File: src/rtl/pwm_pkg.sv
// Shared types and constants for the PWM capture block: FSM state encoding,
// default measurement width and the saturating-counter maximum.
package pwm_pkg;

  localparam int unsigned PWM_SIZE_DEF = 16;

  // All-ones value of a default-width counter: the longest measurable span.
  localparam logic [PWM_SIZE_DEF-1:0] CNT_MAX_DEF = '1;

  typedef enum logic [1:0] {
    IDLE    = 2'd0,
    HIGH    = 2'd1,
    LOW     = 2'd2,
    TIMEOUT = 2'd3
  } state_e;

endpackage

File: src/rtl/pwm_capture_if.sv
// Measurement bus of the PWM capture block: the raw PWM input plus the
// period/duty results and status flags. master = capture block, slave = consumer.
interface pwm_capture_if
  import pwm_pkg::*;
#(
  parameter int PWM_SIZE = PWM_SIZE_DEF
);

  logic                pwm_in;
  logic [PWM_SIZE-1:0] meas_period;
  logic [PWM_SIZE-1:0] meas_duty;
  logic                meas_valid;
  logic                timeout;
  logic                stuck_level;

  modport master (
    input  pwm_in,
    output meas_period, meas_duty, meas_valid, timeout, stuck_level
  );

  modport slave (
    output pwm_in,
    input  meas_period, meas_duty, meas_valid, timeout, stuck_level
  );

endinterface

File: src/rtl/pwm_in_sync.sv
// Input conditioning for pwm_capture: synchroniser, optional glitch filter
// (PWM_CAPTURE_GLITCH_FILTER_EN) and registered edge detector.
module pwm_in_sync
  import pwm_pkg::*;
#(
  parameter int SYNC_STAGES = 2,
  parameter int FILTER_LEN  = 4
) (
  input  logic clk,
  input  logic rst,
  input  logic pwm_in,
  output logic level,
  output logic rise,
  output logic fall
);

  if (SYNC_STAGES < 2 || FILTER_LEN < 1) begin : g_bad_param
    $error("pwm_in_sync: SYNC_STAGES must be >= 2 and FILTER_LEN >= 1");
  end

  logic [SYNC_STAGES-1:0] sync_q;
  logic                   s;
  logic                   s_d;

  // NOTE: sequential state uses non-blocking assignments so every flop samples
  // the pre-edge value of its neighbours; blocking here would collapse the chain.
  always_ff @(posedge clk) begin
    if (rst) sync_q <= '0;
    else     sync_q <= {sync_q[SYNC_STAGES-2:0], pwm_in};
  end

`ifdef PWM_CAPTURE_GLITCH_FILTER_EN
  localparam int              RUN_W    = $clog2(FILTER_LEN + 1);
  localparam logic [RUN_W-1:0] RUN_LAST = RUN_W'(FILTER_LEN - 1);

  logic [RUN_W-1:0] run_q;
  logic             filt_q;

  // The filtered level follows only after FILTER_LEN consecutive disagreeing samples.
  always_ff @(posedge clk) begin
    if (rst) begin
      filt_q <= 1'b0;
      run_q  <= '0;
    end else if (sync_q[SYNC_STAGES-1] != filt_q) begin
      if (run_q == RUN_LAST) begin
        filt_q <= sync_q[SYNC_STAGES-1];
        run_q  <= '0;
      end else begin
        run_q <= run_q + 1'b1;
      end
    end else begin
      run_q <= '0;
    end
  end

  assign s = filt_q;
`else
  assign s = sync_q[SYNC_STAGES-1];
`endif

  // rise/fall are registered, so level (= s_d) is aligned with the pulses.
  always_ff @(posedge clk) begin
    if (rst) begin
      s_d  <= 1'b0;
      rise <= 1'b0;
      fall <= 1'b0;
    end else begin
      s_d  <= s;
      rise <= s & ~s_d;
      fall <= ~s & s_d;
    end
  end

  assign level = s_d;

endmodule

File: src/rtl/pwm_capture.sv
// PWM capture: measures period and high time of pwm_in in clk cycles and flags
// a static input. Optional glitch filter: define PWM_CAPTURE_GLITCH_FILTER_EN.
module pwm_capture
  import pwm_pkg::*;
#(
  parameter int PWM_SIZE    = PWM_SIZE_DEF,
  parameter int SYNC_STAGES = 2,
  parameter int FILTER_LEN  = 4
) (
  input  logic          clk,
  input  logic          rst,
  pwm_capture_if.master bus
);

  localparam logic [PWM_SIZE-1:0] CNT_MAX = '1;

  logic                level;
  logic                rise;
  logic                fall;
  logic                at_max;
  state_e              state;
  logic [PWM_SIZE-1:0] cnt;
  logic [PWM_SIZE-1:0] duty_hold;
  logic [PWM_SIZE-1:0] period_q;
  logic [PWM_SIZE-1:0] duty_q;
  logic                valid_q;
  logic                stuck_q;

  pwm_in_sync #(
    .SYNC_STAGES(SYNC_STAGES),
    .FILTER_LEN (FILTER_LEN)
  ) u_in_sync (
    .clk   (clk),
    .rst   (rst),
    .pwm_in(bus.pwm_in),
    .level (level),
    .rise  (rise),
    .fall  (fall)
  );

  // cnt read in an edge cycle is the number of cycles since the previous rise.
  always_ff @(posedge clk) begin
    if (rst)                cnt <= '0;
    else if (rise)          cnt <= PWM_SIZE'(1);
    else if (cnt != CNT_MAX) cnt <= cnt + 1'b1;
  end

  assign at_max = (cnt == CNT_MAX);

  always_ff @(posedge clk) begin
    if (rst) begin
      state     <= IDLE;
      duty_hold <= '0;
      period_q  <= '0;
      duty_q    <= '0;
      valid_q   <= 1'b0;
      stuck_q   <= 1'b0;
    end else begin
      valid_q <= 1'b0;
      unique case (state)
        IDLE: begin
          if (rise) state <= HIGH;
        end
        HIGH: begin
          if (fall) begin
            duty_hold <= cnt;
            state     <= LOW;
          end else if (at_max && !rise) begin
            stuck_q <= level;
            state   <= TIMEOUT;
          end
        end
        LOW: begin
          if (rise) begin
            period_q <= cnt;
            duty_q   <= duty_hold;
            valid_q  <= 1'b1;
            state    <= HIGH;
          end else if (at_max && !fall) begin
            stuck_q <= level;
            state   <= TIMEOUT;
          end
        end
        TIMEOUT: begin
          // Re-arm only; the interrupted period is never reported.
          if (rise) state <= HIGH;
        end
        default: state <= IDLE;
      endcase
    end
  end

  assign bus.meas_period = period_q;
  assign bus.meas_duty   = duty_q;
  assign bus.meas_valid  = valid_q;
  assign bus.timeout     = (state == TIMEOUT);
  assign bus.stuck_level = stuck_q;

endmodule

File: src/flat_wrapper.sv
// flat-port wrapper written by rule: the top's interface ports become plain ports
module pwm_capture_flat import pwm_pkg::*;
#(
  parameter int PWM_SIZE    = PWM_SIZE_DEF,
  parameter int SYNC_STAGES = 2,
  parameter int FILTER_LEN  = 4
)
  (clk, rst, bus_pwm_in, bus_meas_period, bus_meas_duty, bus_meas_valid, bus_timeout, bus_stuck_level);
  pwm_capture_if #(.PWM_SIZE(PWM_SIZE)) bus_i ();
  input  logic clk;
  input  logic rst;
  input wire logic [$bits(bus_i.pwm_in)-1:0] bus_pwm_in;
  output wire logic [$bits(bus_i.meas_period)-1:0] bus_meas_period;
  output wire logic [$bits(bus_i.meas_duty)-1:0] bus_meas_duty;
  output wire logic [$bits(bus_i.meas_valid)-1:0] bus_meas_valid;
  output wire logic [$bits(bus_i.timeout)-1:0] bus_timeout;
  output wire logic [$bits(bus_i.stuck_level)-1:0] bus_stuck_level;
  assign bus_i.pwm_in = bus_pwm_in;
  assign bus_meas_period = bus_i.meas_period;
  assign bus_meas_duty = bus_i.meas_duty;
  assign bus_meas_valid = bus_i.meas_valid;
  assign bus_timeout = bus_i.timeout;
  assign bus_stuck_level = bus_i.stuck_level;
  pwm_capture #(.PWM_SIZE(PWM_SIZE), .SYNC_STAGES(SYNC_STAGES), .FILTER_LEN(FILTER_LEN)) u_core (.clk(clk), .rst(rst), .bus(bus_i));
endmodule
File: config.mk
export PLATFORM = sky130hd
export DESIGN_NAME = pwm_capture_flat
export DESIGN_NICKNAME = d
export VERILOG_FILES = /design/src/rtl/pwm_pkg.sv /design/src/rtl/pwm_capture_if.sv /design/src/rtl/pwm_in_sync.sv /design/src/rtl/pwm_capture.sv /design/src/flat_wrapper.sv
export SDC_FILE = /design/constraint.sdc
export NUM_CORES = 1
export LEC_CHECK = 0
export CAP_MARGIN = 30
export CORE_MARGIN = 10
export CORE_UTILIZATION = 40
export DETAILED_ROUTE_END_ITERATION = 16
export DONT_BUFFER_PORTS = 1
export GPL_ROUTABILITY_DRIVEN = 0
export MAX_ROUTING_LAYER = met4
export PLACE_DENSITY = 0.6
export RECOVER_POWER = 50
export SLEW_MARGIN = 20
export SYNTH_ARGS = -nofsm -noshare
export SYNTH_HDL_FRONTEND = slang
export SYNTH_SLANG_ARGS = --single-unit
File: constraint.sdc
create_clock -name clk -period 2.4 [get_ports clk]
set_clock_uncertainty 0.1 [all_clocks]
set_input_delay 0.72 -clock clk [delete_from_list [all_inputs] [get_ports clk]]
set_output_delay 0.72 -clock clk [all_outputs]
set_load 0.01 [all_outputs]
==> impl_metrics.prom, run 1 <==
# TYPE chip_impl_metric gauge
chip_impl_metric{name="cts_resized",unit=""} 0
chip_impl_metric{name="initial_core_util",unit=""} 0.413
chip_impl_metric{name="synth.net_count",unit=""} 344
chip_impl_metric{name="powerDensity",unit="nW/µm²"} 831
chip_impl_metric{name="worst_slack",unit="ns"} 0.270
chip_impl_metric{name="yosysWarningCount",unit=""} 0
chip_impl_info{name="critical_path.startpoint",value="u_core.cnt[0]$_SDFFE_PP0P_"} 1
chip_impl_metric{name="detail_route.drc_violations",unit=""} 0
chip_impl_metric{name="route.detailed.vias_per_inst",unit=""} 5.06
chip_impl_metric{name="detailed_place_hpwl",unit="mm"} 4.11
chip_impl_info{name="min-delay-path-class",value="reg -> reg"} 1
chip_impl_metric{name="hold_ws",unit="ns"} 0.321
chip_impl_metric{name="floorplan.die_area",unit="µm²"} 10800
chip_impl_metric{name="final_antenna_net_count",unit=""} 0
chip_impl_metric{name="synth-seq-cells",unit=""} 73
chip_impl_info{name="outcome",value="finished clean"} 1
chip_impl_metric{name="finalCriticalPeriod",unit="ns"} 2.13
chip_impl_metric{name="placementRows",unit=""} 30
chip_impl_metric{name="finalSetupViolCount",unit=""} 0
chip_impl_info{name="setup_repair_after_global_routing_missed_its_margin",value="no"} 1
chip_impl_metric{name="floorplan.die.width",unit="µm"} 104
chip_impl_metric{name="io-pin-count",unit=""} 38
chip_impl_info{name="path_class",value="reg -> reg"} 1
chip_impl_metric{name="util_after_layout",unit=""} 0.458
chip_impl_metric{name="leftover_overflow_at_the_end_of_global_routing",unit=""} 0
chip_impl_metric{name="critical_path_arrival",unit="ns"} 2.28
chip_impl_info{name="tritoncts",value="yes"} 1
chip_impl_metric{name="clk_path_buf_depth",unit=""} 2
chip_impl_metric{name="drt_iter0_drc",unit=""} 157
chip_impl_metric{name="place_worst_setup_slack",unit="ns"} 0.298
chip_impl_metric{name="buffer_ports.inserted",unit=""} 0
chip_impl_info{name="kind_of_capture_point_of_the_worst_setup_path",value="flop"} 1
chip_impl_metric{name="synth_edf_count",unit=""} 0
chip_impl_metric{name="route.vias.total",unit=""} 2189
chip_impl_info{name="cts_root_buf",value="sky130_fd_sc_hd__clkbuf_8"} 1
chip_impl_metric{name="nFillCells",unit=""} 692
chip_impl_metric{name="drtPass1Iterations",unit=""} 4
chip_impl_metric{name="layout.cells.non_filler",unit=""} 433
chip_impl_metric{name="tightest_slew",unit="ns"} 0.791
chip_impl_metric{name="floorplan_core_area",unit="µm²"} 6790
chip_impl_info{name="r2r-start",value="u_core.cnt[0]$_SDFFE_PP0P_"} 1
chip_impl_metric{name="diodes",unit=""} 0
chip_impl_metric{name="max_cap_viol_count",unit=""} 0
chip_impl_metric{name="crit_fanout",unit=""} 9
chip_impl_metric{name="finished_layout_cell_area",unit="µm²"} 3110
chip_impl_metric{name="syn_area_per_cell",unit="µm²"} 8.32
chip_impl_metric{name="grt_pass1_vias",unit=""} 2032
chip_impl_metric{name="clock_latency",unit="ns"} 0.35
chip_impl_metric{name="wl_per_cell",unit="µm"} 14.1
chip_impl_metric{name="clk_pin_slew_worst_paths",unit="ns"} 0.08
chip_impl_metric{name="grt_start_max_net_pins",unit=""} 61
chip_impl_metric{name="grt_antenna_before_repair",unit=""} 0
chip_impl_metric{name="netlist-cell-type-count",unit=""} 41
chip_impl_metric{name="post-route-period-util",unit=""} 0.888
chip_impl_metric{name="area_delta_synth_final",unit="%"} 11.1
chip_impl_metric{name="nNetsFinal",unit=""} 339
chip_impl_metric{name="netlist_area",unit="µm²"} 2800
chip_impl_metric{name="cts_htree_levels",unit=""} 3
chip_impl_metric{name="slew_violations",unit=""} 0
chip_impl_metric{name="clock_sink_count",unit=""} 73
chip_impl_metric{name="hold_violations",unit=""} 0
chip_impl_metric{name="die_height",unit="µm"} 104
chip_impl_info{name="start_kind",value="flop"} 1
chip_impl_metric{name="wire_length_of_the_first_global_routing_pass",unit="mm"} 10.1
chip_impl_metric{name="proportion_of_layout_cells_with_a_drive_suffix_above_1",unit=""} 0.0831
chip_impl_metric{name="worst_slew_margin_rel",unit=""} 0.473
chip_impl_info{name="min_from",value="u_core.u_in_sync.sync_q[1]$_SDFF_PP0_"} 1
chip_impl_metric{name="worst_ep_required_time",unit="ns"} 2.55
chip_impl_metric{name="power.leakage",unit="nW"} 0.992
chip_impl_metric{name="post-cts-setup-buffer-count",unit=""} 0
chip_impl_metric{name="netlist_instances",unit=""} 337
chip_impl_metric{name="finalSetupTns",unit="ns"} 0
chip_impl_metric{name="synth_sequential_area_ratio",unit=""} 0.521
chip_impl_metric{name="grtUsageTotal",unit=""} 0.116
chip_impl_metric{name="place.detailed.instances",unit=""} 417
chip_impl_metric{name="totalPowerFinal",unit="mW"} 2.59
chip_impl_metric{name="cts-buffers-inserted",unit=""} 9
chip_impl_info{name="synth-main-ff-cell",value="sky130_fd_sc_hd__dfxtp_1"} 1
chip_impl_metric{name="ir_drop",unit="V"} 0.000350
chip_impl_metric{name="async_reset_ff_frac",unit=""} 0
chip_impl_metric{name="finalWirelength",unit="mm"} 6.10
chip_impl_metric{name="max_freq",unit="MHz"} 469
chip_impl_metric{name="cts.hold.buffers_added",unit=""} 0
chip_impl_metric{name="cell_area_after_placement",unit="µm²"} 2890
-- flip-flops by register name, indices dropped and copies added (netlist names) --
| register | cells |
|---|---|
| u_core.bus.meas_duty | 16 |
| u_core.duty_hold | 16 |
| u_core.bus.stuck_level | 1 |
| u_core.bus.meas_period | 16 |
| u_core.bus.meas_valid | 1 |
| u_core.u_in_sync.rise | 1 |
| u_core.state | 2 |
| u_core.cnt | 16 |
| u_core.u_in_sync.sync_q | 2 |
| u_core.u_in_sync.fall | 1 |
| u_core.u_in_sync.level | 1 |
-- path summary, 6_finish.rpt --
path                                      end  slack (ns)  depth (start not counted)
max              u_core.state[1]$_SDFFE_PP0P_        0.27                          5
min          u_core.u_in_sync.fall$_SDFF_PP0_        0.32                          1
max reg2reg      u_core.state[1]$_SDFFE_PP0P_        0.27                          5
min reg2reg  u_core.u_in_sync.fall$_SDFF_PP0_        0.32                          1
-- final cells by class --
type	count	area, µm²	share of cell area
Multi-Input combinational cell	240	1250	0.402
Timing Repair Buffer	3	20.0	0.00643
Sequential cell	73	1460	0.469
Clock inverter	7	119	0.0382
Tap cell	96	120	0.0386
Clock buffer	9	124	0.0398
Inverter	5	18.8	0.00603
-- layout by cell type, fill, tap and decap left out, types with 3 or more instances in the layout --
cell type                   synthesis  layout
sky130_fd_sc_hd__a21oi_1           58      58
sky130_fd_sc_hd__bufinv_16          0       3
sky130_fd_sc_hd__clkbuf_8           0       9
sky130_fd_sc_hd__dfxtp_1           73      73
sky130_fd_sc_hd__ha_1               4       4
sky130_fd_sc_hd__inv_1              5       5
sky130_fd_sc_hd__nand2_1          104     104
sky130_fd_sc_hd__nand4_1            4       4
sky130_fd_sc_hd__nor2_1             7       7
sky130_fd_sc_hd__nor2b_1            4       4
sky130_fd_sc_hd__nor3_1             5       5
sky130_fd_sc_hd__o21a_1             3       3
sky130_fd_sc_hd__o21ai_0            7       7
sky130_fd_sc_hd__o31ai_1            4       4
sky130_fd_sc_hd__or3_1              4       4
sky130_fd_sc_hd__or4_1              4       4
-- routing by layer --
metal	part of all wire	global-route usage
met1	0.49	0.144
met2	0.42	0.157
met3	0.078	0.0576
met4	0.014	0.0447
met5	0	-
-- critical path, stage by stage (launching register included) --
cell and delay [ns]:
sky130_fd_sc_hd__dfxtp_1 0.49, sky130_fd_sc_hd__ha_1 0.29, sky130_fd_sc_hd__nand4_1 0.20, sky130_fd_sc_hd__nor4_4 0.54, sky130_fd_sc_hd__a22oi_1 0.17, sky130_fd_sc_hd__o41ai_1 0.24
-- cell usage after synthesis (3+ instances only) --
library cell	n	area, µm²
sky130_fd_sc_hd__clkbuf_1	15	56.3
sky130_fd_sc_hd__buf_1	3	11.3
sky130_fd_sc_hd__nand4_1	4	25.0
sky130_fd_sc_hd__inv_1	5	18.8
sky130_fd_sc_hd__nand2_1	104	390
sky130_fd_sc_hd__a21oi_1	58	290
sky130_fd_sc_hd__or4_1	4	30.0
sky130_fd_sc_hd__nor2b_1	4	25.0
sky130_fd_sc_hd__o21a_1	3	22.5
sky130_fd_sc_hd__ha_1	4	50.1
sky130_fd_sc_hd__nor2_1	7	26.3
sky130_fd_sc_hd__dfxtp_1	73	1460
sky130_fd_sc_hd__or3_1	4	25.0
sky130_fd_sc_hd__o21ai_0	7	35.0
sky130_fd_sc_hd__nor3_1	5	25.0
sky130_fd_sc_hd__o31ai_1	4	30.0
sky130_fd_sc_hd__and2_1	3	18.8
-- power by group --
| part | switching (mW) | internal, mW | leakage [nW] |
|---|---|---|---|
| registers | 0.0251 | 1.23 | 0.589 |
| logic | 0.0951 | 0.0719 | 0.287 |
| clock network | 0.472 | 0.690 | 0.115 |
| total | 0.592 | 1.99 | 0.992 |
-- kinds of logic after synthesis --
group,Yosys count,share of synthesized area
fa+ha+maj,4,0.0179
xor+xnor,3,0.00938
mux,1,0.00357
simple gates,149,0.249
buf+inv,24,0.0326
flops,73,0.521
compound gates,83,0.167
Power figures use the tool's default switching activity.
==> run 2, diff against run 1 <==
--- a/config.mk
+++ b/config.mk
@@ -6,7 +6,6 @@
 export NUM_CORES = 1
 export LEC_CHECK = 0
 export CAP_MARGIN = 30
-export CORE_MARGIN = 10
 export CORE_UTILIZATION = 40
 export DETAILED_ROUTE_END_ITERATION = 16
 export DONT_BUFFER_PORTS = 1
==> run 2 against run 1 <==
Compared with the run above: cell count unchanged; die area decreased by 32%; clock power decreased by 7%; critical path depth unchanged; fmax increased by 0.34%; cell area decreased by 0.44%.
==> impl_metrics.prom, run 2 (synthesis results as in run 1) <==
# TYPE chip_impl_metric gauge
chip_impl_metric{name="nFillCells",unit=""} 689
chip_impl_metric{name="clock_sink_count",unit=""} 73
chip_impl_metric{name="route.detailed.vias_per_inst",unit=""} 5.09
chip_impl_info{name="tritoncts",value="yes"} 1
chip_impl_metric{name="io-pin-count",unit=""} 38
chip_impl_metric{name="finished_layout_cell_area",unit="µm²"} 3100
chip_impl_metric{name="route.vias.total",unit=""} 2203
chip_impl_info{name="min_from",value="u_core.u_in_sync.sync_q[1]$_SDFF_PP0_"} 1
chip_impl_metric{name="floorplan.die.width",unit="µm"} 85.7
chip_impl_metric{name="finalWirelength",unit="mm"} 5.73
chip_impl_info{name="kind_of_capture_point_of_the_worst_setup_path",value="flop"} 1
chip_impl_metric{name="initial_core_util",unit=""} 0.413
chip_impl_metric{name="finalCriticalPeriod",unit="ns"} 2.12
chip_impl_metric{name="cts-buffers-inserted",unit=""} 9
chip_impl_metric{name="grt_antenna_before_repair",unit=""} 0
chip_impl_metric{name="power.clock.fraction",unit=""} 0.432
chip_impl_metric{name="multiInputGateArea",unit="µm²"} 1250
chip_impl_metric{name="nNetsFinal",unit=""} 339
chip_impl_metric{name="diodes",unit=""} 0
chip_impl_metric{name="cts_resized",unit=""} 0
chip_impl_metric{name="cells_on_worst_reg2reg_path",unit=""} 5
chip_impl_info{name="layout_common_cells",value="sky130_fd_sc_hd__nand2_1, sky130_fd_sc_hd__dfxtp_1, sky130_fd_sc_hd__a21oi_1, sky130_fd_sc_hd__clkbuf_8"} 1
chip_impl_metric{name="p_sw_frac",unit=""} 0.233
chip_impl_info{name="r2r-start",value="u_core.cnt[0]$_SDFFE_PP0P_"} 1
chip_impl_info{name="worst_r2r_endpoint",value="u_core.state[1]$_SDFFE_PP0P_"} 1
chip_impl_metric{name="grt_pass1_vias",unit=""} 2010
chip_impl_metric{name="powerDensity",unit="nW/µm²"} 808
chip_impl_metric{name="buffer_ports.inserted",unit=""} 0
chip_impl_metric{name="area_delta_synth_final",unit="%"} 10.6
chip_impl_info{name="layout_commonest_cell",value="sky130_fd_sc_hd__nand2_1"} 1
chip_impl_metric{name="grtUsageTotal",unit=""} 0.178
chip_impl_metric{name="reg2reg_setup_slack",unit="ns"} 0.28
chip_impl_metric{name="proportion_of_layout_cells_with_a_drive_suffix_above_1",unit=""} 0.0831
chip_impl_metric{name="routedLengthMet1",unit="mm"} 2.91
chip_impl_metric{name="max_cap_viol_count",unit=""} 0
chip_impl_metric{name="final_antenna_net_count",unit=""} 0
chip_impl_metric{name="cell_area_after_placement",unit="µm²"} 2890
chip_impl_metric{name="detailed_place_hpwl",unit="mm"} 3.86
chip_impl_metric{name="area.sequential",unit="µm²"} 1460
chip_impl_metric{name="crit_fanout",unit=""} 9
chip_impl_metric{name="floorplan_core_area",unit="µm²"} 6790
chip_impl_metric{name="detail_route.drc_violations",unit=""} 0
chip_impl_metric{name="worst_slew_margin_rel",unit=""} 0.481
chip_impl_metric{name="clk_path_buf_depth",unit=""} 2
chip_impl_info{name="outcome",value="finished clean"} 1
chip_impl_info{name="min-delay-path-class",value="reg -> reg"} 1
chip_impl_metric{name="p_switching",unit="mW"} 0.584
chip_impl_info{name="min_to",value="u_core.u_in_sync.fall$_SDFF_PP0_"} 1
chip_impl_metric{name="wl_met3",unit="µm"} 300
chip_impl_metric{name="finalSetupViolCount",unit=""} 0
chip_impl_metric{name="leftover_overflow_at_the_end_of_global_routing",unit=""} 0
chip_impl_metric{name="place_worst_setup_slack",unit="ns"} 0.283
chip_impl_metric{name="floorplan.die_area",unit="µm²"} 7350
chip_impl_metric{name="drt_iter0_drc",unit=""} 92
chip_impl_metric{name="hold-path-cell-count",unit=""} 1
chip_impl_metric{name="clk_pin_slew_worst_paths",unit="ns"} 0.08
chip_impl_metric{name="power.share.sequential",unit=""} 0.502
chip_impl_metric{name="grt_start_max_net_pins",unit=""} 61
chip_impl_info{name="path_class",value="reg -> reg"} 1
chip_impl_metric{name="placementRows",unit=""} 30
chip_impl_metric{name="finalSetupTns",unit="ns"} 0
chip_impl_metric{name="post-route-period-util",unit=""} 0.885
chip_impl_metric{name="critical_path_arrival",unit="ns"} 2.27
chip_impl_metric{name="drtPass1Iterations",unit=""} 4
chip_impl_metric{name="tightest_slew",unit="ns"} 0.778
chip_impl_metric{name="cts.hold.buffers_added",unit=""} 0
chip_impl_info{name="maxUsedRoutingLayer",value="met4"} 1
chip_impl_metric{name="slew_violations",unit=""} 0
chip_impl_metric{name="intPower",unit="mW"} 1.92
chip_impl_metric{name="wire_length_of_the_first_global_routing_pass",unit="mm"} 9.82
chip_impl_metric{name="worst_slack",unit="ns"} 0.277
chip_impl_metric{name="power.leakage",unit="nW"} 0.993
chip_impl_info{name="setup_repair_after_global_routing_missed_its_margin",value="no"} 1
chip_impl_info{name="start_kind",value="flop"} 1
chip_impl_metric{name="power.combinational.fraction",unit=""} 0.067
chip_impl_metric{name="max_freq",unit="MHz"} 471
chip_impl_metric{name="post-cts-setup-buffer-count",unit=""} 0
chip_impl_metric{name="hold_violations",unit=""} 0
chip_impl_metric{name="worst_ep_required_time",unit="ns"} 2.55
chip_impl_metric{name="ir_drop",unit="V"} 0.000289
chip_impl_info{name="cts_root_buf",value="sky130_fd_sc_hd__clkbuf_8"} 1
chip_impl_metric{name="die_height",unit="µm"} 85.7
chip_impl_metric{name="routed-wl-met2",unit="mm"} 2.46
chip_impl_metric{name="wl_per_cell",unit="µm"} 13.2
chip_impl_metric{name="cts_htree_levels",unit=""} 3
chip_impl_metric{name="clock_latency",unit="ns"} 0.35
## run 2: changes by cell type in the layout (fill, tap and decap cells not counted)
cell,previous run,this run
sky130_fd_sc_hd__clkinv_4,1,3
sky130_fd_sc_hd__bufinv_16,3,2
sky130_fd_sc_hd__clkinvlp_4,2,0
sky130_fd_sc_hd__clkbuf_8,9,10
## run 2: cell type report
class,count,area share
Sequential cell,73,0.472
Clock buffer,10,0.0444
Timing Repair Buffer,3,0.00646
Inverter,5,0.00606
Multi-Input combinational cell,240,0.403
Tap cell,96,0.0388
Clock inverter,6,0.0295
## run 2: how the worst max path moves through the flow
stage,to,startpoint,slack (ns),cells past startpoint
final,u_core.state[1]$_SDFFE_PP0P_,u_core.cnt[0]$_SDFFE_PP0P_,0.28,5
after floorplan,u_core.bus.stuck_level$_SDFFE_PP0P_,u_core.cnt[0]$_SDFFE_PP0P_,0.44,6
after global placement,u_core.bus.stuck_level$_SDFFE_PP0P_,u_core.cnt[0]$_SDFFE_PP0P_,0.40,5
after CTS,u_core.state[1]$_SDFFE_PP0P_,u_core.cnt[0]$_SDFFE_PP0P_,0.27,5
after global routing,u_core.state[1]$_SDFFE_PP0P_,u_core.cnt[0]$_SDFFE_PP0P_,0.02,5
after detailed placement,u_core.state[1]$_SDFFE_PP0P_,u_core.cnt[0]$_SDFFE_PP0P_,0.28,5
## run 2: power groups by stage
stage          logic (mW)  registers, mW  clock network, mW
6_report            0.167           1.26               1.08
5_1_grt             0.195           1.26               1.18
4_1_cts             0.168           1.26               1.11
3_5_place_dp        0.166           1.29                  0
3_3_place_gp        0.165           1.28                  0
2_1_floorplan       0.153           1.28                  0
## run 2: stage by stage
| stage | std cells | utilization | power [mW] | hold slack (ns) |
|---|---|---|---|---|
| 3_5_place_dp | 417 | 0.425 | 1.45 | 0.301 |
| 4_1_cts | 433 | 0.458 | 2.53 | 0.314 |
| 3_3_place_gp | 417 | 0.425 | 1.45 | 0.302 |
| 5_1_grt | 433 | 0.456 | 2.63 | 0.308 |
| 2_1_floorplan | 337 | - | 1.43 | 0.288 |
| 6_report | 433 | 0.456 | 2.50 | 0.309 |
## run 2: critical path, stage by stage (launching register included)
cell and delay, ns:
sky130_fd_sc_hd__dfxtp_1 0.48, sky130_fd_sc_hd__ha_1 0.27, sky130_fd_sc_hd__nand4_1 0.20, sky130_fd_sc_hd__nor4_4 0.56, sky130_fd_sc_hd__a22oi_1 0.17, sky130_fd_sc_hd__o41ai_1 0.24
## run 2: routing by layer
metal  vias to the layer above  GRT usage
met4                         0     0.0621
li1                       1142          -
met5                         -          -
met2                        44      0.240
met3                         6     0.0703
met1                      1011      0.240
